[src/rtl/boot_pkg.sv]
// Shared definitions for the UART boot loader: frame FSM states and frame constants.
package boot_pkg;

    typedef enum logic [2:0] {
        ST_IDLE,
        ST_LEN0,
        ST_LEN1,
        ST_DATA,
        ST_CSUM,
        ST_DONE,
        ST_ERR
    } boot_state_t;

    localparam logic [7:0] SYNC_BYTE = 8'hA5;
    localparam int         HDR_LEN   = 3;

endpackage

[src/rtl/uart_rx.sv]
// 8N1 UART receiver: 2-FF synchronizer, half-bit start re-check, centre-of-bit sampling.
module uart_rx #(
    parameter int CLK_DIV = 1085
) (
    input  logic       clk,
    input  logic       resetn,
    input  logic       rxd,
    output logic [7:0] rx_data,
    output logic       rx_valid,
    output logic       rx_ferr
);
    localparam int            CW   = $clog2(CLK_DIV);
    localparam logic [CW-1:0] LAST = CW'(CLK_DIV - 1);
    localparam logic [CW-1:0] HALF = CW'(CLK_DIV / 2 - 1);

    typedef enum logic [1:0] {RX_IDLE, RX_START, RX_DATA, RX_STOP} rx_state_t;

    rx_state_t     r_state;
    logic          r_sync1, r_sync2, r_prev;
    logic [CW-1:0] r_cnt;
    logic [2:0]    r_bit;
    logic [7:0]    r_shift;
    logic          r_valid, r_ferr;

    always_ff @(posedge clk) begin
        if (!resetn) begin
            // Synchronizer clears low so a line already low at release is not taken as a start edge.
            r_sync1 <= 1'b0;
            r_sync2 <= 1'b0;
            r_prev  <= 1'b0;
            r_state <= RX_IDLE;
            r_cnt   <= '0;
            r_bit   <= '0;
            r_shift <= '0;
            r_valid <= 1'b0;
            r_ferr  <= 1'b0;
        end else begin
            r_sync1 <= rxd;
            r_sync2 <= r_sync1;
            r_prev  <= r_sync2;
            r_valid <= 1'b0;
            r_ferr  <= 1'b0;
            case (r_state)
                RX_IDLE: begin
                    if (r_prev && !r_sync2) begin
                        r_state <= RX_START;
                        r_cnt   <= '0;
                    end
                end
                RX_START: begin
                    if (r_cnt == HALF) begin
                        r_cnt   <= '0;
                        r_bit   <= '0;
                        r_state <= r_sync2 ? RX_IDLE : RX_DATA;
                    end else begin
                        r_cnt <= r_cnt + 1'b1;
                    end
                end
                RX_DATA: begin
                    if (r_cnt == LAST) begin
                        r_cnt   <= '0;
                        r_shift <= {r_sync2, r_shift[7:1]};
                        r_bit   <= r_bit + 1'b1;
                        if (r_bit == 3'd7) r_state <= RX_STOP;
                    end else begin
                        r_cnt <= r_cnt + 1'b1;
                    end
                end
                RX_STOP: begin
                    if (r_cnt == LAST) begin
                        r_cnt   <= '0;
                        r_valid <= r_sync2;
                        r_ferr  <= !r_sync2;
                        r_state <= RX_IDLE;
                    end else begin
                        r_cnt <= r_cnt + 1'b1;
                    end
                end
                default: r_state <= RX_IDLE;
            endcase
        end
    end

    assign rx_data  = r_shift;
    assign rx_valid = r_valid;
    assign rx_ferr  = r_ferr;

endmodule

[src/rtl/uart_boot_loader.sv]
// Boot loader: parses SYNC/N/data/CSUM frames from the UART, writes words to program RAM,
// and releases the CPU from reset once the checksum matches.
module uart_boot_loader
    import boot_pkg::*;
#(
    parameter int         CLK_DIV = 1085,
    parameter int         ADDR_W  = 15,
    parameter int         TIMEOUT = 1 << 20,
    parameter logic [7:0] SYNC    = SYNC_BYTE
) (
    input  logic              clk,
    input  logic              resetn,
    input  logic              rxd,
    output logic              mem_wen,
    output logic [ADDR_W-1:0] mem_addr,
    output logic [31:0]       mem_wdata,
    output logic              cpu_resetn,
    output logic              boot_done,
    output logic              boot_err
);
    localparam int            TW    = $clog2(TIMEOUT);
    localparam logic [TW-1:0] LIMIT = TW'(TIMEOUT - 1);

    logic [7:0] w_rx_data;
    logic       w_rx_valid, w_rx_ferr;

    uart_rx #(.CLK_DIV(CLK_DIV)) u_rx (
        .clk      (clk),
        .resetn   (resetn),
        .rxd      (rxd),
        .rx_data  (w_rx_data),
        .rx_valid (w_rx_valid),
        .rx_ferr  (w_rx_ferr)
    );

    boot_state_t       r_state;
    logic [15:0]       r_len;
    logic [16:0]       r_word_cnt;
    logic [1:0]        r_byte_idx;
    logic [23:0]       r_word;
    logic [7:0]        r_sum;
    logic [TW-1:0]     r_timer;
    logic              r_wen, r_cpu_resetn, r_done, r_err;
    logic [ADDR_W-1:0] r_addr;
    logic [31:0]       r_wdata;

    logic [15:0] w_len;
    logic        w_len_big, w_active, w_timeout;

    assign w_len     = {w_rx_data, r_len[7:0]};
    assign w_len_big = {1'b0, w_len} > (17'd1 << ADDR_W);
    assign w_active  = (r_state == ST_LEN0) || (r_state == ST_LEN1) ||
                       (r_state == ST_DATA) || (r_state == ST_CSUM);
    assign w_timeout = (r_timer == LIMIT) && !w_rx_valid;

    always_ff @(posedge clk) begin
        if (!resetn) begin
            r_state      <= ST_IDLE;
            r_len        <= '0;
            r_word_cnt   <= '0;
            r_byte_idx   <= '0;
            r_word       <= '0;
            r_sum        <= '0;
            r_timer      <= '0;
            r_wen        <= 1'b0;
            r_addr       <= '0;
            r_wdata      <= '0;
            r_cpu_resetn <= 1'b0;
            r_done       <= 1'b0;
            r_err        <= 1'b0;
        end else begin
            r_wen <= 1'b0;
            if (w_active && !w_rx_valid) r_timer <= r_timer + 1'b1;
            else                         r_timer <= '0;

            case (r_state)
                ST_IDLE, ST_ERR: begin
                    if (w_rx_valid && w_rx_data == SYNC) begin
                        r_state    <= ST_LEN0;
                        r_err      <= 1'b0;
                        r_word_cnt <= '0;
                        r_byte_idx <= '0;
                        r_sum      <= '0;
                    end
                end
                ST_LEN0: begin
                    if (w_rx_valid) begin
                        r_len[7:0] <= w_rx_data;
                        r_state    <= ST_LEN1;
                    end
                end
                ST_LEN1: begin
                    if (w_rx_valid) begin
                        r_len[15:8] <= w_rx_data;
                        if (w_len_big) begin
                            r_state <= ST_ERR;
                            r_err   <= 1'b1;
                        end else if (w_len == 16'd0) begin
                            r_state <= ST_CSUM;
                        end else begin
                            r_state <= ST_DATA;
                        end
                    end
                end
                ST_DATA: begin
                    if (w_rx_valid) begin
                        r_sum      <= r_sum + w_rx_data;
                        r_word     <= {w_rx_data, r_word[23:8]};
                        r_byte_idx <= r_byte_idx + 1'b1;
                        // Fourth byte completes the little-endian word.
                        if (r_byte_idx == 2'd3) begin
                            r_wen      <= 1'b1;
                            r_addr     <= r_word_cnt[ADDR_W-1:0];
                            r_wdata    <= {w_rx_data, r_word};
                            r_word_cnt <= r_word_cnt + 1'b1;
                            if (r_word_cnt + 17'd1 == {1'b0, r_len}) r_state <= ST_CSUM;
                        end
                    end
                end
                ST_CSUM: begin
                    if (w_rx_valid) begin
                        if (w_rx_data == r_sum) begin
                            r_state      <= ST_DONE;
                            r_done       <= 1'b1;
                            r_cpu_resetn <= 1'b1;
                        end else begin
                            r_state <= ST_ERR;
                            r_err   <= 1'b1;
                        end
                    end
                end
                ST_DONE: ;
                default: r_state <= ST_IDLE;
            endcase

            if (w_active && (w_rx_ferr || w_timeout)) begin
                r_state <= ST_ERR;
                r_err   <= 1'b1;
            end
        end
    end

    assign mem_wen    = r_wen;
    assign mem_addr   = r_addr;
    assign mem_wdata  = r_wdata;
    assign cpu_resetn = r_cpu_resetn;
    assign boot_done  = r_done;
    assign boot_err   = r_err;

endmodule

[config.mk]
export PLATFORM = sky130hd
export DESIGN_NAME = uart_boot_loader
export DESIGN_NICKNAME = d
export VERILOG_FILES = /design/src/rtl/boot_pkg.sv /design/src/rtl/uart_rx.sv /design/src/rtl/uart_boot_loader.sv
export SDC_FILE = /design/constraint.sdc
export NUM_CORES = 1
export LEC_CHECK = 0
export CORE_UTILIZATION = 50
export DETAILED_ROUTE_END_ITERATION = 10
export PLACE_DENSITY = 0.7
export SKIP_LAST_GASP = 1
export SYNTH_ARGS = -nofsm -noshare
export SYNTH_HDL_FRONTEND = slang
export SYNTH_SLANG_ARGS = --single-unit
[constraint.sdc]
create_clock -name clk -period 3.55 [get_ports clk]
set_input_delay 0.355 -clock clk [delete_from_list [all_inputs] [get_ports clk]]
set_output_delay 0.355 -clock clk [all_outputs]
set_load 0.005 [all_outputs]
== Yosys cells after proc, flatten, opt, wreduce, memory -nomap -nowiden ==
Index checks and enable logic that the tools add are counted.
Widths: inputs -> output; s select.

* Register bits after elaboration: 169
* Input bits: 3
* Output and inout port bits: 51

* Magnitude comparators: 1
* Multiplexer cells: 44
* Bitwise logic cells: 2
* Eq/ne operators: 39
* $add $sub $neg: 6
* Reductions and logical operators: 36

{| class="wikitable"
|+ Operators by type and width
! cell !! count
|-
| $mux 17 || 3
|-
| $mux 3 || 12
|-
| $pmux 17 s2 || 1
|-
| $mux 11 || 3
|-
| $pmux 11 s3 || 1
|-
| $ne 2x1->1 const B || 11
|-
| $add 20x1->20 const B || 1
|-
| $eq 20x20->1 const B || 1
|-
| $mux 2 || 9
|-
| $ne 3x1->1 const B || 6
|-
| $pmux 3 s6 || 1
|-
| $reduce_and 3->1 || 6
|-
| $add 17x1->17 const B || 1
|-
| $eq 17x16->1 || 1
|-
| $gt 16x16->1 const B || 1
|-
| $logic_not 16->1 || 1
|-
| $mux 8 || 2
|-
| $pmux 8 s2 || 1
|-
| $reduce_and 8->1 || 2
|-
| $eq 3x3->1 const B || 4
|-
| $add 11x1->11 const B || 1
|-
| $eq 11x10->1 const B || 1
|-
| $eq 11x11->1 const B || 1
|-
| $reduce_and 2->1 || 5
|-
| 29 further kinds || 52
|}

== Depth between registers and ports, before layout ==
Gate-level depths: netlist (run 1).

* Depth in word-level cells: 7
* Gate-level depth with buffers: 12
* Mapped depth without buffers: 10

== Hierarchy ==
A second synthesis (run 1) with hierarchy kept.

* Cell total of the unflattened synthesis: 972
* Area, all modules: 8110.3 um^2

{| class="wikitable"
|+ By module, submodules not included
! module !! area an instance (um^2) !! times used !! cells an instance
|-
| uart_boot_loader || 6707.7 || 1 || 820
|-
| uart_rx || 1402.6 || 1 || 152
|}

== Worst setup path after synthesis (run 1) ==
OpenSTA, ideal clock, no wires.

* Kind: reg2reg
* From: reg r_word_cnt[1]
* To: reg r_state[2]
* Stages on the path, launching flop included: 10
* Setup slack: 0.726 ns
* Clock period less this slack: 2.824 ns
* Arrival time: 2.709 ns
* Cells stage by stage: dfxtp_1 > ha_1 > nand3_1 > or3_1 > xnor2_1 > or4_1 > or4_4 > o21ai_4 > o21ai_2 > a31o_1

* Longest elaborated chain between the ends: 4

{| class="wikitable"
|+ Ends and longest elaborated chain
! item !! line !! RTL
|-
| from (decl) || uart_boot_loader.sv:38 || <nowiki>logic [16:0] r_word_cnt;</nowiki>
|-
| from (signal assigned) || uart_boot_loader.sv:115 || <nowiki>r_word_cnt <= r_word_cnt + 1'b1;</nowiki>
|-
| $add 17x1->17 || uart_boot_loader.sv:116 || <nowiki>if (r_word_cnt + 17'd1 == {1'b0, r_len}) r_state <= ST_CSUM;</nowiki>
|-
| $eq 17x16->1 || uart_boot_loader.sv:116 ||
|-
| $ne 3x1->1 (no line) || -- ||
|-
| $reduce_and 8->1 (no line) || -- ||
|-
| to (signal assigned) || uart_boot_loader.sv:116 ||
|-
| to (signal assigned) || uart_boot_loader.sv:123 || <nowiki>r_state <= ST_DONE;</nowiki>
|-
| to (signal assigned) || uart_boot_loader.sv:127 || <nowiki>r_state <= ST_ERR;</nowiki>
|-
| to (decl) || uart_boot_loader.sv:36 || <nowiki>boot_state_t r_state;</nowiki>
|}

Every way passes these cells.
A chain may end at the register's enable or synchronous reset.

== Final worst setup path (run 1) ==
* From: reg r_word_cnt[0]
* To: reg r_state[2]

Same word-level chain as after synthesis.

==> flow_summary.json, run 1 <==
{
  "synth.distinct_cells": 57,
  "drv_cap": 0,
  "cp_data_required_time_ns": 3.86,
  "diodes": 0,
  "synthesis.area_um2": 7496,
  "dpl.hpwl_um": 10480,
  "cts_setup_buffers": 0,
  "synth.top_cell.area_share_pct": 45.13,
  "peakVddDrop_uv": 330.3,
  "status": "complete, no violations",
  "place_congestion": 0.8702,
  "track_usage_pct": 21.70,
  "postPlaceCellArea_um2": 8127,
  "netSwitchingFraction_pct": 23.73,
  "root_buffer": "clkbuf_16",
  "ff2ff_path_depth": 9,
  "utilization_pct": 59.69,
  "yosysWarnings": 0,
  "finalPower_mw": 3.832,
  "synth-seq-cells": 169,
  "synthFlopType": "dfxtp_1",
  "coreArea_um2": 14590,
  "seqPwrFrac_pct": 49.7,
  "routed_via_density": 5.431,
  "synthTopCellsByArea": "dfxtp_1 45%, nand2_1 11%, a21oi_1 8.4%, nor2_1 3.5%, ha_1 3.2%",
  "p_comb_share_pct": 2.5,
  "finClkSkew_ns": 0.01536,
  "io_pins": 54,
  "io_buffers": 53,
  "die_height_um": 124.4,
  "hold_path_class": "reg -> reg",
  "power_switching_mw": 0.9092,
  "critPathCaptureType": "flop",
  "dieWidth_um": 124.4,
  "critPathArrivalTime_ns": 3.48,
  "syn_inst": 943,
  "synth_seq_area_share_pct": 45.13,
  "fin_hold_ws_ns": 0.4521,
  "drc": 0,
  "grt_pass1_wl_um": 28060,
  "period_needed_ns": 3.166,
  "cpPeakStageDelay_ns": 0.55,
  "synthArstFlopShare_pct": 0,
  "final_cells": 1161,
  "seq_area_um2": 3383,
  "hold_viol": 0,
  "dp_slack_ns": 0.4025,
  "rows": 44,
  "clkPwrFrac_pct": 47.8,
  "n_fill_cell": 1330,
  "path_max_fanout": 8,
  "synthToLayoutAreaGrowth_pct": 16.17,
  "cts_resized": 0,
  "setup_viol": 0,
  "h-tree-depth": 4,
  "cpMaxStageDelayCell": "or4_4",
  "cts_hold_buf": 0,
  "p_per_area_nw_per_um2": 440.1,
  "wl_per_cell_um": 13.93,
  "antenna_found_initial": 0,
  "relSlewSlack_pct": 36.91,
  "rsz0062_at_grt": "no",
  "overflow": 0,
  "drive_gt1_share_pct": 5.527,
  "multi_input_area_um2": 3812,
  "drtIter0Drc": 459,
  "clkTransAtPathRegs_ns": 0.07,
  "clock_path_buffers": 2,
  "grt_max_degree": 61,
  "setup_ws_ns": 0.3838,
  "clock-sinks": 169,
  "power.static_leakage_nw": 3.036,
  "synth_top_area_cell": "dfxtp_1",
  "cp_cell_sequence": "ha_1 > nand3_1 > or3_1 > xnor2_1 > or4_1 > or4_4 > o21ai_4 > o21ai_2 > a31o_1",
  "final_nets": 987,
  "antenna_left": 0,
  "p_int_mw": 2.923,
  "synth_edf_count": 0,
  "dp_cells": 1129,
  "slew_violations": 0,
  "initial_core_util_pct": 51.38,
  "vias": 6305,
  "dieArea_um2": 15490,
  "numCtsBuffers": 17,
  "final_area_um2": 8708,
  "hold_depth": 2,
  "avgSynthCellArea_um2": 7.949,
  "wl_um": 16170,
  "clock_latency_ns": 0.43,
  "fmax_ghz": 0.3158,
  "grt_pass1_vias": 5761,
  "finalSetupTns_ns": 0,
  "worst_pin_slew_ns": 0.9365,
  "finalCritPeriodShare_pct": 89.19,
  "drt_pass1_iterations": 5,
  "synth_nets": 966,
  "cts_tree": "built",
  "critical_path.startpoint_type": "flop",
  "critPathKind": "reg -> reg"
}
==> sequential cells by signal, indices dropped and copies added, names as in the netlist, named ones only <==
| signal | count |
|---|---|
| u_rx.rx_data | 8 |
| boot_err | 1 |
| r_sum | 8 |
| r_timer | 20 |
| r_byte_idx | 2 |
| u_rx.r_prev | 1 |
| u_rx.r_sync2 | 1 |
| mem_wdata | 32 |
| boot_done | 1 |
| r_word_cnt | 17 |
| u_rx.r_cnt | 11 |
| r_state | 3 |
| mem_wen | 1 |
| u_rx.r_state | 1 |
| u_rx.r_bit | 3 |
| r_word | 24 |
| mem_addr | 15 |
| r_len | 16 |
| u_rx.rx_ferr | 1 |
| u_rx.r_sync1 | 1 |
| u_rx.rx_valid | 1 |
==> critical path, delay by kind of cell (launching register included) <==
kind	cells	cell delay, ns
xor+xnor	1	0.14
simple gates	4	1.66
compound gates	3	0.48
flops	1	0.46
fa+ha+maj	1	0.32
==> final cells by class <==
class | count | area share, %
clock inverter | 15 | 1.796
inverter | 14 | 0.6322
multi-input combinational | 697 | 43.78
clock buffer | 17 | 4.885
sequential | 169 | 38.85
timing repair buffer | 65 | 7.414
tap | 184 | 2.644
==> worst paths after layout <==
| kind | startpoint | to | slack [ns] |
|---|---|---|---|
| worst max-delay path | r_word_cnt[0] | r_state[2] | 0.38 |
| worst min-delay path | mem_addr[14] | mem_addr[14] | 0.45 |
| worst max register to register | r_word_cnt[0] | r_state[2] | 0.38 |
| worst min register to register | mem_addr[14] | mem_addr[14] | 0.45 |
==> power groups by stage <==
| stage | Sequential, mW | Clock [mW] | Combinational [mW] |
|---|---|---|---|
| floorplan | 1.95 | 0 | 0.0710 |
| global placement | 1.95 | 0 | 0.0957 |
| detailed placement | 1.95 | 0 | 0.0967 |
| CTS | 1.91 | 1.86 | 0.0965 |
| global route | 1.91 | 1.95 | 0.110 |
| finish | 1.91 | 1.83 | 0.0965 |
==> kinds of logic after synthesis <==
group           count (synthesis)  synth area share, %
compound gates                201                15.47
xor+xnor                       49                5.725
fa+ha+maj                      20                3.439
buf+inv                        77                4.056
flops                         169                45.13
mux                             9                1.235
simple gates                  418                24.94
==> layout by cell type (no fill, tap or decap), drive strengths merged, types with 4 or more instances in the layout <==
cell	Yosys	final
nor2b	6	6
a21o	4	4
clkdlybuf4s50	0	53
inv	14	24
nand3b	5	5
a21oi	126	126
o21a	6	6
nand4	14	14
ha	19	19
a31oi	8	8
o21ai	27	27
a311oi	7	7
nor2	70	70
xor2	26	26
xnor2	23	23
nand2b	4	4
clkbuf	53	17
nor4	6	6
dfxtp	169	169
and2	8	8
or3	5	5
nor3	19	19
buf	10	12
nand3	29	29
a211oi	4	4
mux2i	7	7
or4	4	4
nand2	225	225
and3	15	15
==> cell usage after synthesis, types with 3 or more instances <==
library cell    n
or4_1           3
nand2_1       225
a21oi_1       126
a311oi_1        7
dfxtp_1       169
a211oi_1        4
and2_1          8
a21o_1          4
nor3_1         18
o21ai_0        24
or3_1           5
nand3b_1        5
nor2b_1         6
o21a_1          6
nand4_1        14
ha_1           19
mux2i_1         7
xnor2_1        23
a31oi_1         8
inv_1          14
clkbuf_1       51
and3_1         15
nor4_1          6
nand3_1        28
buf_2           7
xor2_1         26
nand2b_1        4
nor2_1         70
==> layer usage <==
metal,vias up,global-route usage [%],part of all wire [%]
met5,-,0,0
met4,0,5.599,0.56
met3,7,4.596,3.3
met2,93,34.84,47
met1,2968,29.55,49
li1,3237,-,-
Note: power is estimated with default switching activity, not from simulation.
==> run 2: changes to the inputs <==
Settings changed: ABC_AREA from default to 1.
==> flow_summary.json, run 2 <==
{
  "hold_viol": 0,
  "dpl.hpwl_um": 11440,
  "rows": 44,
  "power.static_leakage_nw": 3.368,
  "ff2ff_path_depth": 12,
  "drc": 5,
  "critical_path.startpoint_type": "flop",
  "wl_per_cell_um": 13.54,
  "track_usage_pct": 22.96,
  "synthesis.area_um2": 7645,
  "clock_latency_ns": 0.43,
  "dp_slack_ns": 1.165,
  "synth.distinct_cells": 39,
  "worst_pin_slew_ns": 0.9538,
  "antenna_found_initial": 0,
  "peakVddDrop_uv": 344.8,
  "synth_seq_area_share_pct": 44.26,
  "violations": "design-rule violations",
  "finalSetupTns_ns": 0,
  "ys_top_cells_by_count": "169 x dfxtp_1, 167 x nand2_1, 131 x a21oi_1",
  "cp_cell_sequence": "inv_2 > nor2_4 > inv_2 > nor2_2 > inv_2 > nor2_4 > buf_4 > nor2_2 > inv_1 > nand2_2 > o21ai_0 > a21oi_1",
  "relSlewSlack_pct": 36.41,
  "h-tree-depth": 4,
  "hold_depth": 2,
  "synthArstFlopShare_pct": 0,
  "cts_tree": "built",
  "die_height_um": 125.7,
  "hold_path_class": "reg -> reg",
  "synth-seq-cells": 169,
  "synth_top_area_cell": "dfxtp_1",
  "drtIter0Drc": 493,
  "routed_via_density": 5.332,
  "rsz0062_at_grt": "no",
  "synthFlopType": "dfxtp_1",
  "cts_setup_buffers": 0,
  "yosysWarnings": 0,
  "r2r_start": "r_state[1]",
  "setup_viol": 0,
  "synth_edf_count": 0,
  "cts_resized": 0,
  "synth.top_cell.area_share_pct": 44.26,
  "synth_nets": 1054,
  "syn_inst": 1031,
  "diodes": 0,
  "finClkSkew_ns": 0.01288,
  "avgSynthCellArea_um2": 7.415,
  "place_congestion": 0.8527,
  "io_buffers": 53,
  "drv_cap": 0,
  "clock_path_buffers": 2,
  "r2r_end": "r_word_cnt[0]",
  "setup_ws_ns": 1.178,
  "mostFrequentLayoutCells": "169 x dfxtp_1, 167 x nand2_1, 131 x a21oi_1, 119 x inv_1, 94 x o21ai_0",
  "grt_max_degree": 107,
  "min_to": "u_rx.r_sync2",
  "crit_path_frequent_cell": "inv_2",
  "critPathArrivalTime_ns": 2.67,
  "final_common_cell": "dfxtp_1",
  "n_fill_cell": 1364,
  "utilization_pct": 60.30,
  "critPathKind": "reg -> reg",
  "numCtsBuffers": 17,
  "period_needed_ns": 2.372,
  "finalPower_mw": 4.295,
  "cp_data_required_time_ns": 3.85,
  "io_pins": 54,
  "dieWidth_um": 125.7,
  "cpMaxStageDelayCell": "buf_4",
  "status": "finished, violations left",
  "grt_pass1_vias": 6323,
  "synthMostInstantiatedCell": "dfxtp_1",
  "slew_violations": 0,
  "initial_core_util_pct": 52.01,
  "fmax_ghz": 0.4215,
  "vias": 6756,
  "drt_pass1_iterations": 9,
  "fin_hold_ws_ns": 0.4148,
  "synthTopCellsByArea": "dfxtp_1 44%, a21oi_1 8.6%, nand2_1 8.2%, o21ai_0 6.2%, inv_1 5.8%",
  "largest_register_ffs": 32,
  "cpPeakStageDelay_ns": 0.43,
  "grt_pass1_wl_um": 29550,
  "synthToLayoutAreaGrowth_pct": 15.94,
  "finalCritPeriodShare_pct": 66.82,
  "drive_gt1_share_pct": 7.295,
  "clock-sinks": 169,
  "final_nets": 1093,
  "overflow": 0,
  "wl_um": 17160,
  "coreArea_um2": 14700,
  "dieArea_um2": 15790,
  "antenna_left": 0,
  "root_buffer": "clkbuf_16",
  "path_max_fanout": 56,
  "cts_hold_buf": 0,
  "crit_start": "r_state[1]",
  "p_per_area_nw_per_um2": 484.5,
  "rrSetupSlack_ns": 1.18,
  "critPathCaptureType": "flop",
  "hp-start": "u_rx.r_sync1",
  "clkTransAtPathRegs_ns": 0.07
}
-- run 2: worst max path at each step --
stage                                to  depth (start not counted)  slack [ns]
after global placement    r_word_cnt[0]                         12        1.23
after CTS                 r_word_cnt[0]                         12        1.12
after detailed placement  r_word_cnt[0]                         12        1.16
after global routing      r_word_cnt[0]                         12        0.86
after floorplan              r_state[0]                         16        1.72
final                     r_word_cnt[0]                         12        1.18
-- run 2: area by class of cell --
class / instances / area (um2) / share of cell area [%]
clock buffer: 17 / 425.4 / 4.800
multi-input combinational: 692 / 3586 / 40.46
tap: 184 / 230.2 / 2.597
timing repair buffer: 59 / 570.5 / 6.437
sequential: 169 / 3383 / 38.17
inverter: 131 / 491.7 / 5.548
clock inverter: 15 / 176.4 / 1.990
-- run 2: layer usage --
metal	GRT usage, %	up-vias	share of wire (%)
li1	-	3499	-
met1	30.61	3118	49
met2	37.52	122	46
met3	3.866	17	3.2
met4	8.250	0	1.3
met5	0	-	0
-- run 2: where the power goes --
group          switching [mW]  internal (mW)  leakage, nW
Sequential             0.0326           1.93         1.36
Combinational           0.338          0.159         1.71
Clock                   0.885          0.951        0.293
-- run 2: worst max-delay path: cells and delay by family (launching register included) --
family	cells	cell delay (ns)
compound gates	2	0.32
buf+inv	5	0.74
simple gates	5	0.79
flops	1	0.37
-- run 2: metrics by stage --
stage / cell area (um2) / std cells
6_report: 8864 / 1267
3_5_place_dp: 8262 / 1235
2_1_floorplan: 7645 / 1031
3_3_place_gp: 8262 / 1235
4_1_cts: 8864 / 1267
5_1_grt: 8864 / 1267
-- run 2: cells by family after synthesis --
group | Yosys count | share of synthesized area (%)
flip-flops | 169 | 44.26
XOR/XNOR | 12 | 1.735
adder cells (fa/ha/maj) | 20 | 3.372
buffers and inverters | 170 | 8.838
AO/OA/AOI/OAI | 266 | 18.04
AND/OR/NAND/NOR | 394 | 23.76
